$ cat src/rtl/irq_controller.sv
// -----------------------------------------------------------------------------
// irq_controller
//
// Memory-mapped interrupt controller that funnels up to NUM_SRC peripheral
// interrupt lines onto the single interrupt input of cp0. Rising edges on the
// source lines are latched into a pending register and filtered by a software
// mask. One winner is then picked by round-robin priority and held in service
// until software writes EOI or the core executes ERET.
//
// Register block (word offsets from BASE_ADDR, address[1:0] ignored):
//   +0  PENDING  read pending, write-1-to-clear
//   +4  MASK     read/write enable mask
//   +8  CLAIM    in-service source index in SERVICE, else all ones
//   +12 EOI      any write ends service, reads 0
//
// Ports:
//   clk            rising-edge clock
//   reset          asynchronous active-high reset
//   irq_src        raw interrupt lines, rising-edge sensitive
//   address        ALU-computed data address
//   data           store data
//   MemRead        load strobe
//   MemWrite       store strobe
//   TakenInterrupt cp0 accepted the interrupt this cycle
//   ERET           ERET executing this cycle
//   IrqAddress     address hits the register block (gates data_mem enables)
//   rd_data        register read data, 0 when not a read hit
//   irq            registered interrupt request to cp0
//   claim_id       in-service source index
// -----------------------------------------------------------------------------
module irq_controller #(
   parameter int          NUM_SRC   = 8,
   parameter logic [31:0] BASE_ADDR = 32'hFFFF0020
) (
   input  logic               clk,
   input  logic               reset,
   input  logic [NUM_SRC-1:0] irq_src,
   input  logic [31:0]        address,
   input  logic [31:0]        data,
   input  logic               MemRead,
   input  logic               MemWrite,
   input  logic               TakenInterrupt,
   input  logic               ERET,
   output logic               IrqAddress,
   output logic [31:0]        rd_data,
   output logic               irq,
   output logic [4:0]         claim_id
);

   localparam logic [1:0] IDLE    = 2'd0;
   localparam logic [1:0] REQUEST = 2'd1;
   localparam logic [1:0] SERVICE = 2'd2;

   localparam logic [1:0] OFS_PENDING = 2'd0;
   localparam logic [1:0] OFS_MASK    = 2'd1;
   localparam logic [1:0] OFS_CLAIM   = 2'd2;
   localparam logic [1:0] OFS_EOI     = 2'd3;

   localparam logic [4:0] LAST_RESET = 5'(NUM_SRC - 1);

   logic [NUM_SRC-1:0] pending;
   logic [NUM_SRC-1:0] pending_next;
   logic [NUM_SRC-1:0] mask;
   logic [NUM_SRC-1:0] src_q;
   logic [NUM_SRC-1:0] eligible;
   logic [NUM_SRC-1:0] rise;
   logic [NUM_SRC-1:0] w1c_clr;
   logic [NUM_SRC-1:0] grant_clr;
   logic [31:0]        eligible_w;
   logic [1:0]         state;
   logic [1:0]         state_next;
   logic [4:0]         last_served;
   logic [4:0]         winner;
   logic               found;
   logic [5:0]         start_idx;
   logic [5:0]         cand;
   logic               wr_hit;
   logic               pend_wr;
   logic               mask_wr;
   logic               eoi_wr;
   logic               grant;
   logic               unused_bits;

   // Low address bits and the upper store-data bits have no meaning here.
   assign unused_bits = ^{address[1:0], data};

   assign IrqAddress = (address[31:4] == BASE_ADDR[31:4]);
   assign wr_hit     = IrqAddress & MemWrite;
   assign pend_wr    = wr_hit & (address[3:2] == OFS_PENDING);
   assign mask_wr    = wr_hit & (address[3:2] == OFS_MASK);
   assign eoi_wr     = wr_hit & (address[3:2] == OFS_EOI);

   assign eligible   = pending & mask;
   assign eligible_w = 32'(eligible);
   assign rise       = irq_src & ~src_q;
   assign grant      = (state == REQUEST) & TakenInterrupt & found;

   // Round-robin search: start one past the last served source and wrap.
   // The candidate index never exceeds 2*NUM_SRC-2, so one subtraction
   // is enough to bring it back into range.
   always_comb begin
      winner    = '0;
      found     = 1'b0;
      cand      = '0;
      start_idx = {1'b0, last_served} + 6'd1;
      if (start_idx >= 6'(NUM_SRC)) begin
         start_idx = '0;
      end
      for (int k = 0; k < NUM_SRC; k++) begin
         cand = start_idx + 6'(k);
         if (cand >= 6'(NUM_SRC)) begin
            cand = cand - 6'(NUM_SRC);
         end
         if (!found && eligible_w[cand[4:0]]) begin
            found  = 1'b1;
            winner = cand[4:0];
         end
      end
   end

   // Pending update: software clear and grant clear first, then new edges
   // are OR'd in so that a fresh edge always survives a same-cycle clear.
   always_comb begin
      w1c_clr   = pend_wr ? data[NUM_SRC-1:0] : '0;
      grant_clr = '0;
      for (int i = 0; i < NUM_SRC; i++) begin
         grant_clr[i] = grant && (winner == 5'(i));
      end
      pending_next = (pending & ~w1c_clr & ~grant_clr) | rise;
   end

   // Next-state logic. Decisions use register values from before the edge.
   always_comb begin
      state_next = state;
      case (state)
         IDLE: begin
            if (eligible != '0) begin
               state_next = REQUEST;
            end
         end
         REQUEST: begin
            if (grant) begin
               state_next = SERVICE;
            end else if (!found) begin
               state_next = IDLE;
            end
         end
         SERVICE: begin
            if (eoi_wr || ERET) begin
               state_next = IDLE;
            end
         end
         default: state_next = IDLE;
      endcase
   end

   // Register read mux; combinational so the load completes in its own cycle.
   always_comb begin
      rd_data = '0;
      if (IrqAddress && MemRead) begin
         case (address[3:2])
            OFS_PENDING: rd_data = 32'(pending);
            OFS_MASK:    rd_data = 32'(mask);
            OFS_CLAIM:   rd_data = (state == SERVICE) ? {27'b0, claim_id} : 32'hFFFFFFFF;
            default:     rd_data = '0;
         endcase
      end
   end

   // All controller state. irq is registered from the next state so cp0
   // sees a clean, glitch-free request.
   always_ff @(posedge clk or posedge reset) begin
      if (reset) begin
         pending     <= '0;
         mask        <= '0;
         src_q       <= '0;
         state       <= IDLE;
         last_served <= LAST_RESET;
         claim_id    <= '0;
         irq         <= 1'b0;
      end else begin
         src_q   <= irq_src;
         pending <= pending_next;
         state   <= state_next;
         irq     <= (state_next == REQUEST);
         if (mask_wr) begin
            mask <= data[NUM_SRC-1:0];
         end
         if (grant) begin
            claim_id    <= winner;
            last_served <= winner;
         end
      end
   end

endmodule

$ cat config.mk
export PLATFORM = sky130hd
export DESIGN_NAME = irq_controller
export DESIGN_NICKNAME = d
export VERILOG_FILES = /design/src/rtl/irq_controller.sv
export SDC_FILE = /design/constraint.sdc
export NUM_CORES = 1
export LEC_CHECK = 0
export ABC_CLOCK_PERIOD_IN_PS = 4200
export CORE_ASPECT_RATIO = 1.75
export CORE_UTILIZATION = 41
export DETAILED_ROUTE_END_ITERATION = 10
export PLACE_DENSITY_LB_ADDON = 0.05
export SLEW_MARGIN = 25
export SYNTH_ARGS = -nofsm -noshare
export SYNTH_HDL_FRONTEND = slang
export SYNTH_SLANG_ARGS = --single-unit
$ cat constraint.sdc
create_clock -name clk -period 4.2 [get_ports clk]
set_input_delay 0.84 -clock clk [delete_from_list [all_inputs] [get_ports clk]]
set_output_delay 0.84 -clock clk [all_outputs]
set_load 0.1 [all_outputs]
* After elaboration in Yosys (flattened, before gate mapping)
Cells that the tools add are included.
Word-level totals: bits in registers 37, input bits 78, output and inout bits 39, word-level logic and storage cells 146
Operators by class: add/sub/neg operators 16, magnitude comparators 17, equality and inequality tests 14, mux-type cells 50, bitwise gates (word level) 14, reductions and logical operators 28
Operators with widths (number):
- case mux 32 bit (3 select lines) | 1
- 2-to-1 mux 5 bit | 16
- 2-to-1 mux 32 bit | 2
- >= comparator 6 x 4 -> 1 bit (second input constant) | 9
- < comparator 5 x 6 -> 1 bit (second input constant) | 8
- binary-select mux 1 bit (select 5 bit) | 8
- subtractor 5 x 4 -> 5 bit (second input constant) | 8
- AND 8 bit | 4
- equality test 28 bit (second input constant) | 1
- adder 6 x 3 -> 6 bit (second input constant) | 4
- NOT 8 bit | 3
- equality test 5 x 3 -> 1 bit (second input constant) | 4
- logical AND 1 bit | 16
- 2-to-1 mux 1 bit | 16
- adder 6 x 2 -> 6 bit (second input constant) | 2
- equality test 5 x 2 -> 1 bit (second input constant) | 2
- 2-to-1 mux 2 bit | 4
- 2-to-1 mux 8 bit | 1
- OR 8 bit | 1
- nonzero test 8 bit | 1
- zero test 1 bit | 7
- adder 5 x 1 -> 6 bit (second input constant) | 1
- adder 6 x 1 -> 6 bit (second input constant) | 1
- AND 1 bit | 6
- 8 further kinds | 13

* Logic depth before layout (Yosys ltp)
Gate-level depths: netlist (run 1).
depth in word-level cells 34, depth in mapped cells 19

* Worst setup path after synthesis (run 1)
No wires, ideal clock.
kind in2out, from input port address[10], to output port rd_data[0], data arrival time 6.572 ns, setup slack -3.212 ns, stages on the path 5, cell sequence nor4b_1 nand4_1 nor4_1 nand2_1 nor2_1
On the way: word-level cells in the longest chain between the ends 3
Ends and longest elaborated chain:
- start: declaration | RTL line 38 | input logic [31:0] address,
- equality test 28 bit | RTL line 87 | assign IrqAddress = (address[31:4] == BASE_ADDR[31:4]);
- via IrqAddress | RTL line 44 | output logic IrqAddress,
- logical AND 1 bit | RTL line 160 | if (IrqAddress && MemRead) begin
- 2-to-1 mux 32 bit | RTL line 160
- end: declaration | RTL line 45 | output logic [31:0] rd_data,
The timed path passes the listed nets, and every way through them passes these cells.

* Worst setup path in the final report (run 1)
from register last_served[0], to register pending[7]
On the way: word-level cells in the longest chain between the ends 34
Ends and longest elaborated chain:
- start: declaration | RTL line 72 | logic [4:0] last_served;
- start signal: assignment | RTL line 191 | last_served <= winner;
- adder 5 x 1 -> 6 bit (*) | RTL line 105 | start_idx = {1'b0, last_served} + 6'd1;
- >= comparator 6 x 4 -> 1 bit | RTL line 106 | if (start_idx >= 6'(NUM_SRC)) begin
- 2-to-1 mux 6 bit (*) | RTL line 106
- parallel branches: the longest is 27 deep, another holds adder 6 x 1 -> 6 bit
- logical AND 1 bit (*) | RTL line 127 | grant_clr[i] = grant && (winner == 5'(i));
- NOT 8 bit (*) | RTL line 129 | pending_next = (pending & ~w1c_clr & ~grant_clr) | rise;
- AND 8 bit (*) | RTL line 129
- OR 8 bit (*) | RTL line 129
- via pending_next[7] | RTL line 62 | logic [NUM_SRC-1:0] pending_next;
- end signal: assignment | RTL line 183 | pending <= pending_next;
- end: declaration | RTL line 61 | logic [NUM_SRC-1:0] pending;
Mark *: on every way through the listed nets, which the timed path passes. The select of a mux whose other input is x is not followed. A chain may end at the register's enable or synchronous reset.

==> results.json, run 1 <==
{
  "outcome": "finished clean",
  "drc": 0,
  "hp-class": "register to register",
  "cts.sinks": 35,
  "cts_made_buffers": 5,
  "grt_max_degree": 29,
  "place_congestion": 0.911,
  "num-fill-cells": 611,
  "synth_async_sr_flop_share_pct": 100,
  "p_total_w": 0.000858,
  "gr-usage-all-layers_pct": 24.2,
  "finalCritPeriodShare_pct": 96.7,
  "drt_wl_total_um": 9240,
  "path_class": "register to register",
  "synth_top_area_share_pct": 25.5,
  "swShare_pct": 19.5,
  "vias": 2979,
  "dpl_worst_slack_ps": 33.0,
  "end_kind": "register",
  "cts-root-buf": "clkbuf_16",
  "grt_pass1_wl_um": 14600,
  "viasPerCell": 5.58,
  "final_common_cell": "clkdlybuf4s50_1",
  "clock_power_share_pct": 49.6,
  "drive_gt1_share_pct": 30.6,
  "initialDrtViolationCount": 103,
  "clock_skew_ps": 3.80,
  "ys_warn_count": 0,
  "firstDrtPassIters": 4,
  "ir_drop_v": 0.000413,
  "crit_arrival_ps": 4210,
  "die_area_sq_um": 8030,
  "start_kind": "register",
  "hold-worst-slack_ps": 409,
  "maxCapViolCount": 0,
  "start_util_pct": 42.8,
  "yosys_register_bits": 35,
  "die_h_um": 118,
  "hold_violations": 0,
  "power_switching_w": 0.000167,
  "synth_flop_cell": "dfrtp_1",
  "setup_viol": 0,
  "antenna_left": 0,
  "slew_violations": 0,
  "ios": 117,
  "worst_pin_slew_ps": 973,
  "ys_types": 69,
  "cts_tree": "built",
  "synth_edf_count": 0,
  "rsz0062_at_grt": "yes",
  "path_max_fanout": 10,
  "port_buffers": 90,
  "yosysSeqAreaShare_pct": 28.0,
  "die_w_um": 68.2,
  "seq_power_share_pct": 39.9,
  "core.rowCount": 41,
  "syn_area_per_cell_sq_um": 8.93,
  "cp.required_ps": 4350,
  "dp_hpwl_um": 7500,
  "syn-cell-area_sq_um": 3140,
  "clock.fmax_ghz": 0.246,
  "core_area_sq_um": 7340,
  "final_cell_mix": "57 x clkdlybuf4s50_1, 35 x buf_12, 34 x nand2_1, 32 x dfrtp_1, 29 x buf_4",
  "place_area_sq_um": 4630,
  "syn_inst": 352,
  "powerDensity_nw_per_um2": 176,
  "area_growth_pct": 55.0,
  "grt_pass1_vias": 3073,
  "h-tree-depth": 2,
  "fin_area_sq_um": 4870,
  "power_frac_comb_pct": 10.5,
  "synthTopCellsByArea": "dfrtp_1 25%, mux2_2 6.1%, buf_4 6.0%",
  "fin_ws_ps": 138,
  "fin_util_pct": 66.4,
  "cts_setup_buffers": 0,
  "diodes": 0,
  "intPower_w": 0.000691,
  "clkLatencyLatePin_ps": 280,
  "avgRoutedWirePerCell_um": 17.3,
  "min_period_ps": 4060,
  "clk_path_buf_depth": 2,
  "synth_area_leader_cell": "dfrtp_1",
  "path_clk_slew_ps": 50,
  "final_nets": 540,
  "antenna_found_initial": 0,
  "cts_hold_buf": 0,
  "grt-ovfl-total": 0,
  "leakage_nw": 2.05,
  "relSlewSlack_pct": 34.9
}
[cell families after synthesis]
kind of cell / after synthesis / share of synthesized area (%)
AOI/OAI and AO/OA: 69 / 16.6
xor gates and xnor gates: 2 / 0.558
adders and majority gates: 15 / 5.97
buffers and inverters: 51 / 9.84
DFF: 35 / 28.0
muxes: 39 / 15.6
other: 2 / 0.239
and+or+nand+nor: 139 / 23.2
[layout make-up]
| class | instances | area [sq um] | area share [%] |
|---|---|---|---|
| Clock buffer | 6 | 139 | 2.85 |
| Clock inverter | 2 | 35.0 | 0.719 |
| Inverter | 15 | 68.8 | 1.41 |
| Multi-Input combinational cell | 269 | 2150 | 44.2 |
| Sequential cell | 35 | 880 | 18.1 |
| Tap cell | 86 | 108 | 2.21 |
| Timing Repair Buffer | 121 | 1490 | 30.6 |
[through the flow]
| step | cells | TNS (ps) |
|---|---|---|
| 2_1_floorplan | 355 | -2710 |
| 3_3_place_gp | 526 | 0 |
| 3_5_place_dp | 526 | 0 |
| 4_1_cts | 534 | 0 |
| 5_1_grt | 534 | -169 |
| 6_report | 534 | 0 |
[final timing paths]
kind	from	endpoint	depth (start not counted)	slack [ps]
setup / recovery	last_served[0]	pending[7]	18	140
hold / removal	src_q[7]	pending[7]	1	410
setup reg to reg	last_served[0]	pending[7]	18	140
hold reg to reg	src_q[7]	pending[7]	1	410
max in group asynchronous	reset	last_served[1]	3	2640
min in group asynchronous	reset	src_q[5]	2	940
[registers in the layout, summed over array words and instances, names as in the netlist]
signal	cells
state	2
last_served	3
mask	8
claim_id	5
irq	1
pending	8
src_q	8
[repair_timing]
action,4_1_cts,5_1_grt
endpoints found under the hold margin,0,0
setup endpoints to repair,0,12
gates resized for setup,0,17
[synth_stat cells (all sizes together), types with 4 or more instances]
cell,instances
buf,32
a21o,5
inv,14
mux4,5
nand4,7
nand3,12
nand2,36
nor3,8
o21ai,13
mux2,17
dfrtp,32
a32o,4
mux2i,17
nor2,35
nor2b,7
clkbuf,4
a21oi,13
and2,4
ha,15
nand2b,5
[layer usage]
layer / wire (um) / GRT usage [%] / part of all wire [%] / vias to the layer above
met5: 0 / 0 / 0 / -
met4: 425 / 12.6 / 4.6 / 0
met3: 245 / 2.13 / 2.7 / 32
met2: 5390 / 45.8 / 58 / 88
met1: 3170 / 24.0 / 34 / 1418
li1: - / - / - / 1441
[worst max-delay path, stage by stage (launching register included)]
cell	delay, ps
dfstp_2	570
ha_1	250
and4bb_2	250
mux2i_4	220
inv_1	130
buf_12	160
ha_1	220
inv_1	90
or3_1	140
o32ai_1	120
mux2i_1	250
nand3_2	120
buf_4	160
or3_1	390
a21oi_2	220
o22ai_4	130
buf_12	160
o311ai_1	260
o21ai_1	100
[power by group through the flow]
stage | clock, W | sequential [W] | combinational (W)
3_3_place_gp | 0 | 0.000348 | 0.0000884
2_1_floorplan | 0 | 0.000348 | 0.0000283
5_1_grt | 0.000446 | 0.000342 | 0.0000971
3_5_place_dp | 0 | 0.000348 | 0.0000894
4_1_cts | 0.000433 | 0.000342 | 0.0000899
6_report | 0.000426 | 0.000343 | 0.0000897
(Power assumes the default switching activity.)
==> run 2: changes to the inputs <==
--- a/config.mk
+++ b/config.mk
@@ -9,6 +9,8 @@
 export CORE_ASPECT_RATIO = 1.75
 export CORE_UTILIZATION = 41
+export CTS_CLUSTER_DIAMETER = 120
 export DETAILED_ROUTE_END_ITERATION = 10
 export PLACE_DENSITY_LB_ADDON = 0.05
+export REMOVE_ABC_BUFFERS = 1
 export SLEW_MARGIN = 25
 export SYNTH_ARGS = -nofsm -noshare
==> constraint.sdc (replaced) <==
create_clock -name clk -period 4.2 [get_ports clk]
set_input_delay 0.84 -clock clk [delete_from_list [all_inputs] [get_ports clk]]
set_output_delay 0.84 -clock clk [all_outputs]
set_load 0.005 [all_outputs]
==> run 2 against run 1 <==
Wire length is 4.8% higher. Critical path depth is 4 lower. Die area stayed put. Final cell count is 1.1% higher. Clock power is 17% lower.
==> results.json, run 2 (synthesis results as in run 1) <==
{
  "outcome": "finished clean",
  "path_max_fanout": 5,
  "seq_power_share_pct": 43.9,
  "setup_viol": 0,
  "clkLatencyLatePin_ps": 280,
  "antenna_left": 0,
  "vias": 3039,
  "num-fill-cells": 644,
  "gr-usage-all-layers_pct": 25.0,
  "antenna_found_initial": 0,
  "clock.fmax_ghz": 0.248,
  "dp_hpwl_um": 7760,
  "path_class": "register to register",
  "core_area_sq_um": 7340,
  "whs_endpoint": "pending[6]",
  "r2r-start": "last_served[1]",
  "cp_top_family": "simple AND/OR/NAND/NOR gates",
  "finalCritPeriodShare_pct": 95.9,
  "firstDrtPassIters": 4,
  "clock_skew_ps": 3.14,
  "worst_path_max_delay_cell": "or4_4",
  "cp_num_buf_inv": 1,
  "final_cell_mix": "90 x clkdlybuf4s50_1, 36 x nand2_1, 35 x buf_4, 34 x nor2_1, 32 x dfrtp_1",
  "ir_drop_v": 0.000227,
  "area_growth_pct": 41.9,
  "place_congestion": 0.936,
  "r2r_slack_ps": 170,
  "cts-root-buf": "clkbuf_16",
  "core.rowCount": 41,
  "intPower_w": 0.000614,
  "r2r_end": "pending[0]",
  "drc": 0,
  "final_common_cell": "clkdlybuf4s50_1",
  "final_nets": 546,
  "drt_wl_total_um": 9680,
  "avgRoutedWirePerCell_um": 17.9,
  "worstRegToRegCells": 14,
  "hp-start": "src_q[6]",
  "end_kind": "register",
  "cp_cell_sequence": "ha_1 > and4bb_2 > mux2i_4 > ha_4 > buf_4 > mux4_2 > nor2_1 > mux2i_1 > and2_1 > nand4_4 > or4_4 > a21boi_2 > nand3_1 > a32o_1",
  "hold_violations": 0,
  "path_clk_slew_ps": 50,
  "crit_arrival_ps": 4190,
  "diodes": 0,
  "grt_pass1_wl_um": 14800,
  "port_buffers": 90,
  "fin_util_pct": 60.8,
  "cts_tree": "built",
  "start_util_pct": 42.8,
  "grt-ovfl-total": 0,
  "die_h_um": 118,
  "clk_path_buf_depth": 2,
  "ios": 117,
  "h-tree-depth": 2,
  "swShare_pct": 21.3,
  "viasPerCell": 5.63,
  "largestRegisters": "mask x8, pending x8, src_q x8",
  "die_area_sq_um": 8030,
  "slew_violations": 0,
  "drive_gt1_share_pct": 20.9,
  "maxCapViolCount": 0,
  "p_total_w": 0.000780,
  "power_switching_w": 0.000167,
  "die_w_um": 68.2,
  "grt_max_degree": 36,
  "hp-class": "register to register",
  "min_period_ps": 4030,
  "cts_made_buffers": 5,
  "clock_power_share_pct": 45.2,
  "cts.sinks": 35,
  "grt_pass1_vias": 3061,
  "cp.required_ps": 4370,
  "power_frac_comb_pct": 10.9,
  "hold_depth": 1,
  "powerDensity_nw_per_um2": 175,
  "max_stage_delay_ps": 600,
  "initialDrtViolationCount": 130,
  "start_kind": "register",
  "leakage_nw": 1.88
}
==> run 2: changes by cell type in the layout (fill, tap and decap cells not counted), sizes merged <==
cell           previous run  this run
clkdlybuf4s50            57        90
buf                      64        37
bufinv                    1         0
clkbuf                    6         7
==> run 2: worst max-delay path by stage <==
| stage | startpoint | endpoint | slack (ps) | cells past startpoint |
|---|---|---|---|---|
| global route | last_served[1] | pending[1] | -10 | 16 |
| floorplan | last_served[0] | pending[0] | -370 | 16 |
| detailed placement | last_served[0] | pending[0] | 20 | 15 |
| finish | last_served[1] | pending[0] | 170 | 14 |
| CTS | last_served[0] | pending[7] | -3 | 13 |
| global placement | last_served[0] | pending[7] | 50 | 13 |
==> run 2: stage by stage <==
| step | setup WS (ps) | hold WS, ps | cell area [sq um] | TNS [ps] | instances |
|---|---|---|---|---|---|
| after floorplan | -366 | 392 | 2910 | -1740 | 319 |
| after global placement | 47.5 | 396 | 4200 | 0 | 530 |
| after detailed placement | 20.6 | 414 | 4200 | 0 | 530 |
| after CTS | -2.65 | 431 | 4340 | -2.65 | 538 |
| after global routing | -13.3 | 448 | 4460 | -21.2 | 540 |
| final | 174 | 431 | 4460 | 0 | 540 |
==> run 2: final cells by class <==
type / instances / area [sq um] / share of cell area [%]
Clock inverter: 1 / 5.00 / 0.112
Sequential cell: 35 / 880 / 19.7
Multi-Input combinational cell: 269 / 2070 / 46.4
Timing Repair Buffer: 127 / 1190 / 26.8
Tap cell: 86 / 108 / 2.41
Inverter: 15 / 68.8 / 1.54
Clock buffer: 7 / 133 / 2.98
==> run 2: timing repair <==
item / in CTS / in global routing
pin swaps: 1 / 3
resized for setup: 1 / 24
buffers inserted: 0 / 2
endpoints found under the setup margin: 2 / 14
hold buffers: 0 / 0
==> run 2: power by group through the flow <==
stage	sequential, W	combinational, W	clock, W
final	0.000343	0.0000852	0.000352
after global routing	0.000343	0.0000923	0.000374
after CTS	0.000343	0.0000852	0.000360
after detailed placement	0.000348	0.0000847	0
after global placement	0.000348	0.0000831	0
after floorplan	0.000348	0.0000209	0
==> run 2: per-layer routing <==
| metal | vias to the layer above | track usage, % | part of all wire (%) |
|---|---|---|---|
| met5 | - | 0 | 0 |
| met4 | 0 | 9.51 | 3.1 |
| met3 | 21 | 3.10 | 4.3 |
| met2 | 118 | 48.7 | 58 |
| met1 | 1451 | 24.5 | 35 |
| li1 | 1449 | - | - |
==> run 3: changes to the inputs <==
- GPL_TIMING_DRIVEN: unset -> 0
==> run 3 against run 2 <==
Sequential share of layout area rose by 0.21 points. Flip-flop and latch count stayed put. Global-route usage is 1.5 points lower. Critical endpoint is now rd_data[8]. Fmax decreased by 2.5%. Wire length is 5.8% lower. Largest cell class unchanged. Sequential power barely moved. Via count down 2.7%.
==> results.json, run 3 (synthesis results as in run 1) <==
{
  "final_cell_mix": "90 x clkdlybuf4s50_1, 35 x nand2_1, 33 x nor2_1, 32 x dfrtp_1",
  "rsz0062_at_grt": "yes",
  "cp.required_ps": 3360,
  "avgRoutedWirePerCell_um": 17.6,
  "cts-root-buf": "clkbuf_16",
  "area_growth_pct": 40.3,
  "outcome": "finished clean",
  "crit_arrival_ps": 3290,
  "slew_violations": 0,
  "dp_hpwl_um": 6950,
  "hold-worst-slack_ps": 426,
  "die_area_sq_um": 8030,
  "core.rowCount": 41,
  "antenna_found_initial": 0,
  "firstDrtPassIters": 4,
  "cts.sinks": 35,
  "drt_wl_total_um": 9120,
  "ios": 117,
  "die_w_um": 68.2,
  "relSlewSlack_pct": 49.5,
  "diodes": 0,
  "maxCapViolCount": 0,
  "cts_tree": "built",
  "largestRegisters": "mask x8, pending x8, src_q x8",
  "path_max_fanout": 24,
  "end_kind": "output pin",
  "start_util_pct": 42.8,
  "drc": 0,
  "place_congestion": 0.851,
  "die_h_um": 118,
  "grt_pass1_vias": 2865,
  "grt_max_degree": 36,
  "viasPerCell": 5.70,
  "fin_area_sq_um": 4410,
  "hp-class": "register to register",
  "port_buffers": 90,
  "finalCritPeriodShare_pct": 98.3,
  "fin_ws_ps": 70.3,
  "clock.fmax_ghz": 0.242,
  "powerDensity_nw_per_um2": 195,
  "place_area_sq_um": 3950,
  "grt-ovfl-total": 0,
  "antenna_left": 0,
  "drive_gt1_share_pct": 21.2,
  "setup_viol": 0,
  "min_period_ps": 4130,
  "final_common_cell": "clkdlybuf4s50_1",
  "path_class": "input port to output pin",
  "initialDrtViolationCount": 106,
  "start_kind": "input port",
  "fin_util_pct": 60.1,
  "ir_drop_v": 0.000218,
  "clock_skew_ps": 4.22,
  "clk_path_buf_depth": 2,
  "dpl_worst_slack_ps": -454,
  "clkLatencyLatePin_ps": 280,
  "grt_pass1_wl_um": 14000,
  "core_area_sq_um": 7340,
  "fin_cells": 519,
  "dpl.cell_count": 496,
  "gr-usage-all-layers_pct": 23.5,
  "cts_made_buffers": 5,
  "worst_pin_slew_ps": 754,
  "path_clk_slew_ps": 60,
  "final_nets": 525,
  "vias": 2958,
  "hold_violations": 0,
  "cts_hold_buf": 0,
  "leakage_nw": 1.80,
  "num-fill-cells": 666,
  "h-tree-depth": 2
}
run 3: cell count changes in the layout (fill, tap and decap cells not counted), moves of 2 or more:
cell,change
buf_4,-21
clkinvlp_4,+2
inv_1,-2
nor3_2,+5
nor3_1,-5
clkbuf_1,-2
run 3: worst paths after layout:
| kind | cells after the start | slack, ps | to | startpoint |
|---|---|---|---|---|
| setup reg to reg | 17 | 150 | pending[1] | last_served[0] |
| setup / recovery | 5 | 70 | rd_data[8] | address[2] |
| hold / removal | 1 | 430 | pending[7] | src_q[7] |
| min in group asynchronous | 2 | 1020 | mask[2] | reset |
| hold reg to reg | 1 | 430 | pending[7] | src_q[7] |
| max in group asynchronous | 2 | 2690 | claim_id[2] | reset |
run 3: layout make-up:
type	instances	area [sq um]	area share, %
Clock buffer	6	139	3.15
Clock inverter	2	35.0	0.795
Inverter	15	76.3	1.73
Multi-Input combinational cell	269	2130	48.4
Sequential cell	35	880	19.9
Tap cell	86	108	2.44
Timing Repair Buffer	106	1040	23.5
run 3: power breakdown:
group | switching [W] | leakage [nW] | internal [W]
Sequential | 0.00000101 | 0.418 | 0.000341
Clock | 0.000140 | 0.0868 | 0.000295
Combinational | 0.0000315 | 1.29 | 0.0000515
Total | 0.000172 | 1.80 | 0.000688
run 3: through the flow:
step                      TNS, ps  power, W
after floorplan             -1740  0.000369
after global placement     -31330  0.000429
after detailed placement   -15840  0.000431
after CTS                       0  0.000866
after global routing        -1580  0.000892
final                           0  0.000860
run 3: critical path, stage by stage:
cell and delay [ps]:
clkdlybuf4s50_1 760, nand2b_1 340, nor2b_1 300, and3_2 460
clkdlybuf4s50_1 580
run 3: what timing repair did:
item / 4_1_cts / 5_1_grt
pin swaps: 4 / 15
gates resized for setup: 18 / 19
buffers inserted: 6 / 9
setup endpoints to repair: 46 / 37
run 3: routing by layer:
metal / wire length (um) / up-vias / track usage, %
met4: 463 / 0 / 13.7
met5: 0 / - / 0
li1: - / 1412 / -
met2: 4910 / 126 / 42.6
met1: 3250 / 1392 / 23.3
met3: 502 / 28 / 3.88
